File: config.mk
export PLATFORM = sky130hd
export DESIGN_NAME = topk_sorter
export DESIGN_NICKNAME = d
export VERILOG_FILES = /design/src/rtl/topk_sorter.sv
export SDC_FILE = /design/constraint.sdc
export NUM_CORES = 1
export LEC_CHECK = 0
export CAP_MARGIN = 20
export CELL_PAD_IN_SITES_DETAIL_PLACEMENT = 0
export CELL_PAD_IN_SITES_GLOBAL_PLACEMENT = 2
export CORE_MARGIN = 2
export CORE_UTILIZATION = 30
export CTS_CLUSTER_SIZE = 28
export DETAILED_ROUTE_END_ITERATION = 10
export PLACE_DENSITY_LB_ADDON = 0.1
export SYNTH_ARGS = -nofsm -noshare
export SYNTH_HDL_FRONTEND = slang
export SYNTH_SLANG_ARGS = --single-unit
File: constraint.sdc
create_clock -name clk -period 10.36 [get_ports clk]
set_clock_uncertainty 0.05 [all_clocks]
set_input_delay 1.036 -clock clk [delete_from_list [all_inputs] [get_ports clk]]
set_output_delay 1.036 -clock clk [all_outputs]
set_load 0.005 [all_outputs]
File: src/rtl/topk_sorter.sv
// rtl/topk_sorter.sv - streaming top-K insertion sorter with ordered drain readout
module topk_sorter #(
  parameter int SORTB = 8,
  parameter int METAB = 32,
  parameter int DEPTH = 8,
  parameter bit REV   = 1'b0
) (
  input  logic                         clk,
  input  logic                         rst,
  input  logic                         clear_i,
  input  logic [SORTB-1:0]             data_i,
  input  logic [METAB-1:0]             metadata_i,
  input  logic                         dav_i,
  output logic                         in_ready_o,
  input  logic                         flush_i,
  output logic [SORTB-1:0]             out_data_o,
  output logic [METAB-1:0]             out_metadata_o,
  output logic                         out_valid_o,
  input  logic                         out_ready_i,
  output logic                         done_o,
  output logic                         evict_o,
  output logic [$clog2(DEPTH+1)-1:0]   count_o,
  output logic [SORTB*DEPTH-1:0]       data_o,
  output logic [METAB*DEPTH-1:0]       metadata_o,
  output logic [DEPTH-1:0]             valid_o
);
  localparam int CW = $clog2(DEPTH+1);

  typedef enum logic {ACCUM, DRAIN} state_e;

  state_e           state_q, state_d;
  logic [SORTB-1:0] key_q  [DEPTH];
  logic [SORTB-1:0] key_d  [DEPTH];
  logic [METAB-1:0] meta_q [DEPTH];
  logic [METAB-1:0] meta_d [DEPTH];
  logic [DEPTH-1:0] valid_q, valid_d;
  logic [DEPTH-1:0] keep;
  logic [CW-1:0]    count_q, count_d;
  logic             done_q, done_d;
  logic             evict_q, evict_d;
  logic             full, accept, pop;

  assign full   = valid_q[DEPTH-1];
  assign accept = (state_q == ACCUM) && dav_i;
  assign pop    = (state_q == DRAIN) && out_ready_i;

  // keep[i]: cell i is occupied and at least as good as the candidate, so it stays put
  always_comb begin
    keep = '0;
    for (int i = 0; i < DEPTH; i++) begin
      if (REV) keep[i] = valid_q[i] && (key_q[i] <= data_i);
      else     keep[i] = valid_q[i] && (key_q[i] >= data_i);
    end
  end

  always_comb begin
    state_d = state_q;
    key_d   = key_q;
    meta_d  = meta_q;
    valid_d = valid_q;
    count_d = count_q;
    done_d  = 1'b0;
    evict_d = 1'b0;
    if (clear_i) begin
      valid_d = '0;
      count_d = '0;
      state_d = ACCUM;
    end else if (state_q == ACCUM) begin
      if (accept) begin
        evict_d = full;
        if (!(full && keep[DEPTH-1])) begin
          if (!keep[0]) begin
            key_d[0]  = data_i;
            meta_d[0] = metadata_i;
          end
          for (int i = 1; i < DEPTH; i++) begin
            if (!keep[i]) begin
              if (keep[i-1]) begin
                key_d[i]  = data_i;
                meta_d[i] = metadata_i;
              end else begin
                key_d[i]  = key_q[i-1];
                meta_d[i] = meta_q[i-1];
              end
            end
          end
          valid_d = {valid_q[DEPTH-2:0], 1'b1};
          if (!full) count_d = count_q + CW'(1);
        end
      end
      if (flush_i) begin
        if ((count_q != '0) || accept) state_d = DRAIN;
        else                           done_d  = 1'b1;
      end
    end else if (pop) begin
      for (int i = 0; i < DEPTH-1; i++) begin
        key_d[i]  = key_q[i+1];
        meta_d[i] = meta_q[i+1];
      end
      key_d[DEPTH-1]  = '0;
      meta_d[DEPTH-1] = '0;
      valid_d = {1'b0, valid_q[DEPTH-1:1]};
      count_d = count_q - CW'(1);
      if (count_q == CW'(1)) begin
        state_d = ACCUM;
        done_d  = 1'b1;
      end
    end
  end

  always_ff @(posedge clk or posedge rst) begin
    if (rst) begin
      state_q <= ACCUM;
      valid_q <= '0;
      count_q <= '0;
      done_q  <= 1'b0;
      evict_q <= 1'b0;
      for (int i = 0; i < DEPTH; i++) begin
        key_q[i]  <= '0;
        meta_q[i] <= '0;
      end
    end else begin
      state_q <= state_d;
      valid_q <= valid_d;
      count_q <= count_d;
      done_q  <= done_d;
      evict_q <= evict_d;
      for (int i = 0; i < DEPTH; i++) begin
        key_q[i]  <= key_d[i];
        meta_q[i] <= meta_d[i];
      end
    end
  end

  for (genvar g = 0; g < DEPTH; g++) begin : g_cells
    assign data_o[g*SORTB +: SORTB]     = key_q[g];
    assign metadata_o[g*METAB +: METAB] = meta_q[g];
  end

  assign in_ready_o     = (state_q == ACCUM);
  assign out_valid_o    = (state_q == DRAIN);
  assign out_data_o     = key_q[0];
  assign out_metadata_o = meta_q[0];
  assign done_o         = done_q;
  assign evict_o        = evict_q;
  assign count_o        = count_q;
  assign valid_o        = valid_q;
endmodule

* Word level (Yosys, flattened, before mapping)
Index checks and enable logic that the tools add are counted.
Cells by class: reduce and logical (&&, ||, !) cells 25, eq/ne operators 14, $add $sub $neg 2, bitwise logic cells 2, mux-type cells 64, order comparisons 8
Operator list (count):
- 256-bit two-way mux | 4
- 32-bit two-way mux | 15
- 64-bit two-way mux | 4
- 8-bit two-way mux | 20
- 8-bit >= comparator | 8
- 5-bit AND reduction | 8
- 4-bit two-way mux | 6
- 2-bit by 1-bit inequality test with 1-bit output (second input constant) | 9
- 1-bit two-way mux | 15
- 1-bit logical AND | 11
- 3-bit inequality test (second input constant) | 2
- 4-bit by 1-bit adder with 4-bit output (second input constant) | 1
- 4-bit by 1-bit equality test with 1-bit output (second input constant) | 1
- 4-bit AND reduction | 1
- 4-bit nonzero test | 1
- 4-bit by 1-bit subtractor with 4-bit output (second input constant) | 1
- 3-bit by 2-bit inequality test with 1-bit output (second input constant) | 1
- 3-bit AND reduction | 1
- 3-bit nonzero test | 1
- 2-bit inequality test (second input constant) | 1
- 1-bit NOT | 2
- 2-bit nonzero test | 1
- 1-bit logical OR | 1
Storage, ports and cells: bits in registers 335, output and inout bits 376, word-level logic and storage cells 136

* Logic depth before layout (Yosys ltp)
Gate-level depths: netlist (run 1).
depth after elaboration 7, depth in mapped cells 10, mapped depth without buffers 8

* Least setup slack after synthesis (run 1)
Ideal clock, no wire load.
path kind input to register, from in data_i[6], to reg key_q, in the netlist data_o[10], library setup time 125 ps, cell stages on the path 9, buffers on the path 2, slack 7103 ps, arrival 3082 ps, cells stage by stage inv_1 > ha_1 > a21o_1 > a221o_1 > a221oi_2 > buf_6 > a21oi_4 > buf_6 > mux2_4
On the way: longest elaborated chain between the ends 7, elaborated cells on any way between the ends 15, those cells by class 3 x order compare; 2 x eq/ne; 5 x mux; 5 x reduce/logical
Ends and longest elaborated chain:
- start, declared | line 11 | input logic [SORTB-1:0] data_i,
- 8-bit >= comparator | line 52 | else keep[i] = valid_q[i] && (key_q[i] >= data_i);
- 1-bit logical AND | line 52
- 8-bit two-way mux | line 78 | if (keep[i-1]) begin
- 8-bit two-way mux | line 77 | if (!keep[i]) begin
- 64-bit two-way mux | line 71 | if (!(full && keep[DEPTH-1])) begin
- 64-bit two-way mux | line 69 | if (accept) begin
- 64-bit two-way mux | line 68 | end else if (state_q == ACCUM) begin
- end signal, assigned by index | line 129 | key_q[i] <= key_d[i];
- end, declared | line 32 | logic [SORTB-1:0] key_q [DEPTH];
Parallel ways exist; a longest one is shown, timed or not. The select of a mux whose other input is x is not followed. A chain may end at the register's enable or synchronous reset.

* Worst setup path in the final report (run 1)
from in data_i[0], to reg key_q, in the netlist data_o[54]
Same word-level chain as after synthesis.

==> out/metrics.cfg, run 1 <==
[worst_setup_path]
critPathTopFamily = compound AO/OA/AOI/OAI gates
rr_endpoint = metadata_o[175]
critical_path_buf_inv_count = 2
crit_type = in2reg
cp.required_ns = 10.75
cp.arrival_ns = 4.85
reg2regPathDepth = 7
worstSetupEndpointType = flop
worstPathMaxFanout = 24
crit-reg2reg-launch = out_valid_o
ff2ff_setup_slack_ns = 6.00
slowest_stage = clkdlybuf4s50_1
slowest_delay_ns = 0.81
start_kind = input port
path_cells = clkdlybuf4s50_1 > ha_1 > nand2b_1 > a21o_1 > a211oi_1 > o21ai_4 > o22ai_4 > buf_4 > mux2_2

[timing]
finalHoldViolCount = 0
tns_ns = 0
drv_slew = 0
slew-limit-headroom_pct = 26.9
min_period_over_period_pct = 43.1
max_slew.worst_pin.slew_ns = 1.10
rsz0062_at_grt = false
finalCriticalPeriod_ns = 4.46
layout_setup_ws_ns = 5.90
finalSetupViolCount = 0
max_freq_mhz = 224

[detailed_routing]
routed_via_density = 5.45
wirelength_um = 81800
vias = 16700
post-route-drc-count = 0
drtPass1Iterations = 5
antenna_left = 0
drtIter0Drc = 1237
wl_per_cell_um = 26.7

[grt]
grt_max_degree = 184
grt_pass1_vias = 16800
grt_overflow_total = 0
grt_pass1_wl_um = 119000
antenna_found_initial = 0
grtUsageTotal_pct = 22.4

[clock_tree]
cts_sinks = 335
path_clk_slew_ns = 0.06
cts_root_buf = clkbuf_16
numCtsBuffers = 43
post_cts_buffers = 0
htreeDepth = 2
cts_tree = built
clock_path_buffers = 3
clock_latency_ns = 0.56
hold_buffers = 0
post_cts_resized = 0

[die]
die_area_um2 = 71500
fp.dieH_um = 267
start_util_pct = 30.3
num_io_pins = 422
fp.dieW_um = 267
core-area_um2 = 68700
rows = 96

[synthesis]
syn_nets = 1915
syn_area_um2 = 20800
seq_area_frac_synth_pct = 40.3
avgSynthCellArea_um2 = 11.6
syn_inst = 1801
synth-seq-cells = 335
yosys_warnings = 0
yosysUniqueCellTypes = 47

[power]
p_per_area_nw_per_um2 = 303
total_leakage_power_nw = 11.8
ir_worst_vdd_v = 0.000112

[placed_design]
place_congestion = 0.797
placed_cells = 2986
io_buffer_count = 421
place_ws_ns = 5.25
dp_hpwl_um = 53400

[hold_path]
hold_class = reg2reg
whs_endpoint = metadata_o[239]
hp-start = metadata_o[239]
hold_depth = 2

[flow_run]
max_cap_viol_count = 0

[finish]
nFillCells = 6747
num_antenna_cells = 0
nNetsFinal = 2214
drive_gt1_share_pct = 16.8
area_growth_pct = 29.1
fin_util_pct = 39.1
final_cells = 3060

[outcome]
status = completed

-- how the worst max path moves through the flow --
stage	start	end	slack (ns)	depth (start not counted)
5_1_grt	data_i[0]	data_o[53]	5.68	9
4_1_cts	data_i[0]	data_o[53]	5.86	9
3_3_place_gp	clear_i	metadata_o[109]	5.19	8
2_1_floorplan	rst	count_o[0]	4.80	1
3_5_place_dp	data_i[0]	data_o[53]	5.25	9
6_report	data_i[0]	data_o[54]	5.90	9
-- worst min-delay path: cells and delay by family, from the launching register on --
| kind | cells | cell delay (ns) |
|---|---|---|
| flops | 1 | 0.37 |
| compound gates | 1 | 0.06 |
| simple gates | 1 | 0.05 |
-- kinds of logic (layout without fill, tap and decap cells) --
| group | after synthesis | count (layout) | share of synthesized area, % |
|---|---|---|---|
| XOR/XNOR | 3 | 3 | 0.126 |
| buffers and inverters | 231 | 559 | 5.86 |
| AO/OA/AOI/OAI | 441 | 441 | 17.6 |
| adder cells (fa/ha/maj) | 68 | 68 | 4.09 |
| AND/OR/NAND/NOR | 402 | 402 | 11.6 |
| flip-flops | 335 | 335 | 40.3 |
| multiplexers | 321 | 321 | 20.4 |
-- sequential cells by signal (all words and copies together), names as in the netlist --
signal	flops
count_o	4
data_o	56
done_o	1
evict_o	1
metadata_o	224
out_data_o	8
out_metadata_o	32
out_valid_o	1
valid_o	8
-- stage by stage --
step	hold slack (ns)	power (mW)	cell area, µm²
3_3_place_gp	0.445	6.66	25500
6_report	0.466	8.14	26900
2_1_floorplan	0.445	4.61	20800
4_1_cts	0.470	8.24	26900
3_5_place_dp	0.455	6.70	25500
5_1_grt	0.502	8.64	26900
-- layer usage --
metal	track usage, %	vias up	part of all wire [%]
met3	3.29	104	4.7
met2	35.6	463	46
met1	31.6	8647	47
met5	0	-	0
li1	-	7474	-
met4	6.30	0	2.5
-- synth_stat cells, drive strengths merged --
cell type,count,area [µm²]
inv,28,105
nor2,35,131
o22ai,8,62.6
a211o,6,52.6
clkbuf,98,368
o21a,6,45.0
mux2i,86,861
nor3,8,40.0
nor4b,1,8.76
nand2,96,363
a21oi,12,116
xor2,1,8.76
nand2b,3,18.8
o2111ai,7,61.3
nand3,7,35.0
mux2,235,3380
dfrtp,335,8380
and2,1,6.26
nor4,2,12.5
o2111a,1,11.3
a22o,6,52.6
o2bb2ai,34,298
a221o,196,1960
a22oi,34,255
o221ai,1,8.76
a211oi,9,67.6
xnor2,2,17.5
and3,12,75.1
ha,68,851
buf,105,748
o211ai,1,7.51
nor2b,36,225
o21ai,102,518
a21o,7,52.6
nand3b,1,7.51
nor3b,200,1500
a221oi,11,103
-- cell usage in the layout, fill, tap and decap left out, drive strengths merged, types with 2 or more instances in the layout --
cell type      count
clkdlybuf4s50    421
dfrtp            335
mux2             235
nor3b            200
a221o            196
o21ai            102
nand2             96
mux2i             86
ha                68
clkbuf            67
nor2b             36
buf               36
nor2              35
a22oi             34
o2bb2ai           34
inv               28
and3              12
a21oi             12
a221oi            11
a211oi             9
nor3               8
o22ai              8
o2111ai            7
a21o               7
nand3              7
a22o               6
a211o              6
o21a               6
clkinv             5
nand2b             3
xnor2              2
nor4               2
-- power by group --
part	switching, mW	total (mW)	internal (mW)
sequential	0.907	2.78	1.88
combinational	1.41	3.88	2.46
clock	0.611	1.48	0.871
-- area by class of cell --
class,count,area [µm²],share of cell area [%]
inverters,28,109,0.405
clock buffers,67,1290,4.79
multi-input cells,1235,11300,42.2
clock inverters,7,63.8,0.237
repair buffers,457,4520,16.8
flip-flops and latches,335,8390,31.2
well taps,931,1160,4.33
Note: power is estimated with default switching activity, not from simulation.
==> run 2, diff against run 1 <==
==> constraint.sdc (replaced) <==
create_clock -name clk -period 4.2 [get_ports clk]
set_clock_uncertainty 0.05 [all_clocks]
set_input_delay 0.42 -clock clk [delete_from_list [all_inputs] [get_ports clk]]
set_output_delay 0.42 -clock clk [all_outputs]
set_load 0.005 [all_outputs]
==> run 2 against run 1 <==
Sequential share of layout area fell by 0.53 points. Global-route usage rose by 0.35 points. Flip-flop and latch count did not move. Wire length rose by 1.3%. Clock-buffer cell count did not move. Critical path depth rose by 2. Final cell count rose by 1.0%. Via count rose by 0.84%. Utilization rose by 0.67 points. Largest cell class unchanged. Highest routed layer is now met5.
==> out/metrics.cfg, run 2 (synthesis gave the netlist of run 1 again) <==
[finish]
area_growth_pct = 31.3
drive_gt1_share_pct = 18.1  ; +1.3 points
regArea_um2 = 8390  ; unchanged
largest_reg_flops = 224  ; unchanged
multi_input_area_um2 = 11300  ; unchanged
nFillCells = 6698  ; -0.73%
num_antenna_cells = 0  ; unchanged
final_cell_mix = clkdlybuf4s50_1, dfrtp_1, nor3b_1
nNetsFinal = 2242  ; +1.3%
design_area_um2 = 27300  ; +1.7%
layout_commonest_cell = clkdlybuf4s50_1

[timing]
slew-limit-headroom_pct = 35.3  ; +8.4 points
finalHoldViolCount = 0  ; unchanged
rsz0062_at_grt = false
finalCriticalPeriod_ns = 3.18
drv_slew = 0  ; unchanged
min_period_over_period_pct = 75.7
max_slew.worst_pin.slew_ns = 0.970  ; -0.127 ns
whs_ns = 0.334  ; -0.132 ns
finalSetupViolCount = 0  ; unchanged
max_freq_mhz = 314

[die]
fp.dieH_um = 267  ; unchanged
die_area_um2 = 71500  ; unchanged
fp.dieW_um = 267  ; unchanged
start_util_pct = 30.3  ; unchanged
rows = 96  ; unchanged
core-area_um2 = 68700  ; unchanged
num_io_pins = 422  ; unchanged

[clock_tree]
post_cts_buffers = 0  ; unchanged
hold_buffers = 0  ; unchanged
htreeDepth = 2  ; unchanged
path_clk_slew_ns = 0.06  ; about the same
post_cts_resized = 0  ; unchanged
cts_sinks = 335  ; unchanged
clock_latency_ns = 0.58  ; +0.02 ns
clock_path_buffers = 3  ; unchanged
cts_tree = built
cts_root_buf = clkbuf_16
numCtsBuffers = 44  ; +2.3%

[power]
p_per_area_nw_per_um2 = 742  ; +150%
ir_worst_vdd_v = 0.000263  ; +140%
total_leakage_power_nw = 12.0  ; +2.0%
fin_total_pwr_mw = 20.3  ; +150%

[detailed_routing]
vias = 16800  ; +0.84%
wl_per_cell_um = 26.8  ; +0.31%
routed_via_density = 5.44  ; -0.17%
antenna_left = 0  ; unchanged
drtIter0Drc = 1468  ; +19%
wirelength_um = 82900  ; +1.3%
drtPass1Iterations = 6  ; +1
post-route-drc-count = 0  ; unchanged

[outcome]
status = completed

[grt]
grt_overflow_total = 0  ; unchanged
grt_max_degree = 196  ; +6.5%
antenna_found_initial = 2  ; +2
grtUsageTotal_pct = 22.8  ; +0.35 points
grt_pass1_vias = 16900  ; +0.67%
grt_pass1_wl_um = 122000  ; +1.8%

[placed_design]
post_dp_cell_area_um2 = 25900  ; +1.5%
place_congestion = 0.810  ; +1.6%
io_buffer_count = 421  ; unchanged
dp_hpwl_um = 55400  ; +3.7%

[worst_setup_path]
reg2regPathDepth = 9  ; +2
worstPathMaxFanout = 18  ; -25%
crit-reg2reg-launch = data_o[63]
crit_type = in2reg
cp.required_ns = 4.64  ; -6.11 ns
start_kind = input port
ff2ff_setup_slack_ns = 1.16  ; -4.84 ns
cp.arrival_ns = 3.62  ; -1.23 ns
rr_endpoint = out_metadata_o[5]
worstSetupEndpointType = flop

[hold_path]
hold_class = in2async

[flow_run]
max_cap_viol_count = 0  ; unchanged

==> run 2: changes by cell type in the layout (fill, tap and decap cells not counted), moves of 2 or more <==
cell,change
clkinv_2,+3
clkbuf_1,-2
buf_4,+13
clkbuf_16,+3
buf_12,+14
==> run 2: stage by stage <==
stage	util (%)	setup TNS (ns)	instances	setup slack, ns
3_5_place_dp	37.7	0	3013	0.467
4_1_cts	39.8	0	3091	1.08
3_3_place_gp	37.7	0	3013	0.471
5_1_grt	39.8	0	3091	0.864
6_report	39.8	0	3091	1.02
2_1_floorplan	-	-250.11	1801	-0.747
==> run 2: layer usage <==
metal	track usage, %	wire length, µm	part of all wire (%)
met2	36.7	38500	46
met5	0	19	0.023
met4	5.31	1580	1.9
met3	4.07	4530	5.5
met1	31.6	38300	46
==> run 2: area by class of cell <==
type / instances / area share [%]
multi-input combinational: 1235 / 41.5
sequential: 335 / 30.7
timing repair buffer: 484 / 17.9
clock buffer: 67 / 4.90
tap: 931 / 4.26
inverter: 28 / 0.398
clock inverter: 11 / 0.343
==> run 2: worst max-delay path by stage <==
| stage | startpoint | end | slack (ns) |
|---|---|---|---|
| final | data_i[6] | out_metadata_o[5] | 1.02 |
| after detailed placement | data_i[5] | out_metadata_o[5] | 0.47 |
| after CTS | data_i[5] | out_metadata_o[5] | 1.08 |
| after global routing | data_i[5] | out_metadata_o[3] | 0.86 |
| after global placement | data_i[6] | out_metadata_o[13] | 0.47 |
| after floorplan | rst | count_o[0] | -0.75 |
==> run 2: critical path, stage by stage <==
cell             delay, ns
clkdlybuf4s50_1       0.47
inv_1                 0.36
ha_1                  0.32
a21o_1                0.16
a221o_1               0.40
a221oi_2              0.36
buf_12                0.21
and2_2                0.21
buf_4                 0.36
a22oi_1               0.12
o2bb2ai_1             0.19
==> run 2: where the power goes <==
part	total, mW	leakage [nW]	switching [mW]	internal, mW
Combinational	9.67	7.02	3.53	6.14
Clock	3.81	0.710	1.55	2.25
Sequential	6.82	4.31	2.19	4.63
Total	20.3	12.0	7.27	13.0
==> run 3, diff against run 2 <==
==> constraint.sdc (replaced) <==
create_clock -name clk -period 2.8 [get_ports clk]
set_clock_uncertainty 0.05 [all_clocks]
set_input_delay 0.28 -clock clk [delete_from_list [all_inputs] [get_ports clk]]
set_output_delay 0.28 -clock clk [all_outputs]
set_load 0.005 [all_outputs]
==> run 3 against run 2 <==
Cell area up 6.9%. Clock-buffer cell count rose by 1. Utilization grew 2.8 points. Global-route usage is 0.12 points higher. Clock power up 67%. Wire length up 1.5%. Worst setup slack worse by 0.94 ns. Critical path depth decreased by 2. Non-clock buffer count grew 141. Total power increased by 58%. Flip-flop and latch count is the same. Worst hold slack lost 0.25 ns. Largest cell class unchanged. Critical path type is now reg2reg.
==> out/metrics.cfg, run 3 (synthesis gave the netlist of run 1 again) <==
[outcome]
status = completed

[power]
switchingPower_mw = 11.1  ; +53%
swShare_pct = 34.7  ; -1.1 points
fin_total_pwr_mw = 32.1  ; +58%
p_per_area_nw_per_um2 = 1100  ; +48%
pwr-share-seq_pct = 30.5  ; -3.1 points
ir_worst_vdd_v = 0.000418  ; +59%
total_leakage_power_nw = 13.1  ; +8.5%
power.internal_mw = 21.0  ; +61%
clock_power_share_pct = 19.8  ; +1.0 points
p_comb_share_pct = 49.6  ; +2.0 points

[worst_setup_path]
ff2ff_setup_slack_ns = 0.08  ; -1.08 ns
cp.required_ns = 3.20  ; -1.44 ns
setup.worst_path.start = data_o[63]
reg2regPathDepth = 9  ; unchanged
rr_endpoint = metadata_o[59]
worstPathMaxFanout = 10  ; -8
cpMostUsedCell = buf_12
start_kind = flop
path_cells = ha_4 > and3_1 > a221o_1 > a221oi_4 > buf_12 > buf_4 > a21oi_4 > buf_12 > mux2_4
cp.arrival_ns = 3.12  ; -0.50 ns
crit_type = reg2reg
crit-reg2reg-launch = data_o[63]
slowest_stage = dfrtp_2
slowest_delay_ns = 0.46  ; about the same
worstSetupEndpointType = flop

[die]
rows = 96  ; unchanged
start_util_pct = 30.3  ; unchanged
core-area_um2 = 68700  ; unchanged
die_area_um2 = 71500  ; unchanged
num_io_pins = 422  ; unchanged
fp.dieH_um = 267  ; unchanged
fp.dieW_um = 267  ; unchanged

[clock_tree]
numCtsBuffers = 46  ; +4.5%
cts_sinks = 335  ; unchanged
clock_latency_ns = 0.59  ; about the same
clock_path_buffers = 3  ; unchanged
cts_root_buf = clkbuf_16
cts_tree = built
path_clk_slew_ns = 0.05  ; about the same
htreeDepth = 2  ; unchanged

[detailed_routing]
post-route-drc-count = 0  ; unchanged
drtIter0Drc = 1409  ; -4.0%
drtPass1Iterations = 5  ; -1
dr_wl_met3_um = 4490  ; -0.82%
routed_via_density = 5.35  ; -1.8%
wl_per_cell_um = 26.0  ; -3.2%
antenna_left = 0  ; unchanged
highest_layer = met5
route.met2.wl_um = 39800  ; +3.4%
drt-met1-wl_um = 38000  ; -0.82%
wirelength_um = 84100  ; +1.5%
vias = 17300  ; +2.9%

[finish]
design_area_um2 = 29200  ; +6.9%
nNetsFinal = 2385  ; +6.4%
nFillCells = 6546  ; -2.3%
area_growth_pct = 40.4
fin_util_pct = 42.5  ; +2.8 points
final_cell_mix = clkdlybuf4s50_1, dfrtp_1, nor3b_1
regArea_um2 = 8390  ; about the same
multi_input_area_um2 = 11400  ; +0.28%
layout_commonest_cell = clkdlybuf4s50_1
drive_gt1_share_pct = 23.6  ; +5.5 points
largest_reg_flops = 224  ; unchanged

[timing]
finalSetupViolCount = 0  ; unchanged
slew-limit-headroom_pct = 44.8  ; +9.5 points
rsz0062_at_grt = false
finalCriticalPeriod_ns = 2.72
drv_slew = 0  ; unchanged
layout_setup_ws_ns = 0.0810  ; -0.939 ns
max_freq_mhz = 368
max_slew.worst_pin.slew_ns = 0.825  ; -0.146 ns
min_period_over_period_pct = 97.1
finalHoldViolCount = 0  ; unchanged
whs_ns = 0.0846  ; -0.249 ns

[placed_design]
place_congestion = 0.807  ; -0.36%
post_dp_cell_area_um2 = 27400  ; +5.6%
place_ws_ns = -0.708  ; -1.17 ns
dp_hpwl_um = 59000  ; +6.6%
io_buffer_count = 421  ; unchanged

[grt]
grt_max_degree = 163  ; -17%
antenna_found_initial = 3  ; +1
grtUsageTotal_pct = 22.9  ; +0.12 points
grt_pass1_wl_um = 122000  ; +0.56%
grt_pass1_vias = 17400  ; +3.0%
grt_overflow_total = 0  ; unchanged

[hold_path]
hold_class = in2async

[flow_run]
max_cap_viol_count = 0  ; unchanged

-- run 3: cell count changes in the layout (fill, tap and decap cells not counted), sizes merged --
cell | previous run | this run
dlymetal6s2s | 0 | 2
buf | 63 | 200
bufinv | 1 | 7
diode | 0 | 1
clkbuf | 67 | 72
clkdlybuf4s50 | 421 | 419
-- run 3: worst max-delay path by stage --
stage                             end  slack, ns  cells past startpoint
floorplan                  count_o[0]      -2.01                      1
global placement       metadata_o[72]      -0.70                     10
detailed placement     metadata_o[71]      -0.71                     10
CTS                 out_metadata_o[5]     -0.006                      9
global route           metadata_o[40]      0.003                     12
finish                 metadata_o[59]       0.08                      9
-- run 3: timing repair --
item | in CTS | in global routing
endpoints found under the setup margin | 110 | 239
hold buffers | 0 | 0
pin swaps | 2 | 5
gates resized for setup | 1 | 10
buffers inserted | 2 | 10
gates cloned | 0 | 4
-- run 3: worst max-delay path, delay by kind of cell (launching register included) --
| kind | cells | cell delay, ns |
|---|---|---|
| AND/OR/NAND/NOR | 1 | 0.19 |
| buffers and inverters | 3 | 0.50 |
| adder cells (fa/ha/maj) | 1 | 0.23 |
| flip-flops | 1 | 0.46 |
| multiplexers | 1 | 0.30 |
| AO/OA/AOI/OAI | 3 | 0.83 |
-- run 3: per-layer routing --
| metal | global-route usage, % | up-vias |
|---|---|---|
| met4 | 5.62 | 4 |
| li1 | - | 7835 |
| met2 | 37.3 | 525 |
| met3 | 3.61 | 96 |
| met5 | 0 | - |
| met1 | 31.6 | 8858 |
-- run 3: power groups by stage --
| stage | clock, mW | combinational [mW] | sequential, mW |
|---|---|---|---|
| finish | 6.37 | 15.9 | 9.81 |
| global route | 6.73 | 17.2 | 10.1 |
| CTS | 6.54 | 16.0 | 9.83 |
| detailed placement | 0 | 15.9 | 9.85 |
| global placement | 0 | 15.7 | 9.86 |
| floorplan | 0 | 8.05 | 9.00 |
-- run 3: per-stage QoR --
step                      setup TNS, ns  cells
after global placement          -186.04   3138
after floorplan                 -672.21   1801
final                                 0   3240
after global routing                  0   3239
after detailed placement        -190.30   3138
after CTS                      -0.00592   3225
-- run 3: final cells by class --
type	instances	area share, %
antenna	1	0.00856
clock buffer	68	4.64
clock inverter	17	0.903
inverter	28	0.385
multi-input combinational	1235	38.9
sequential	335	28.7
tap	931	3.98
timing repair buffer	625	22.5
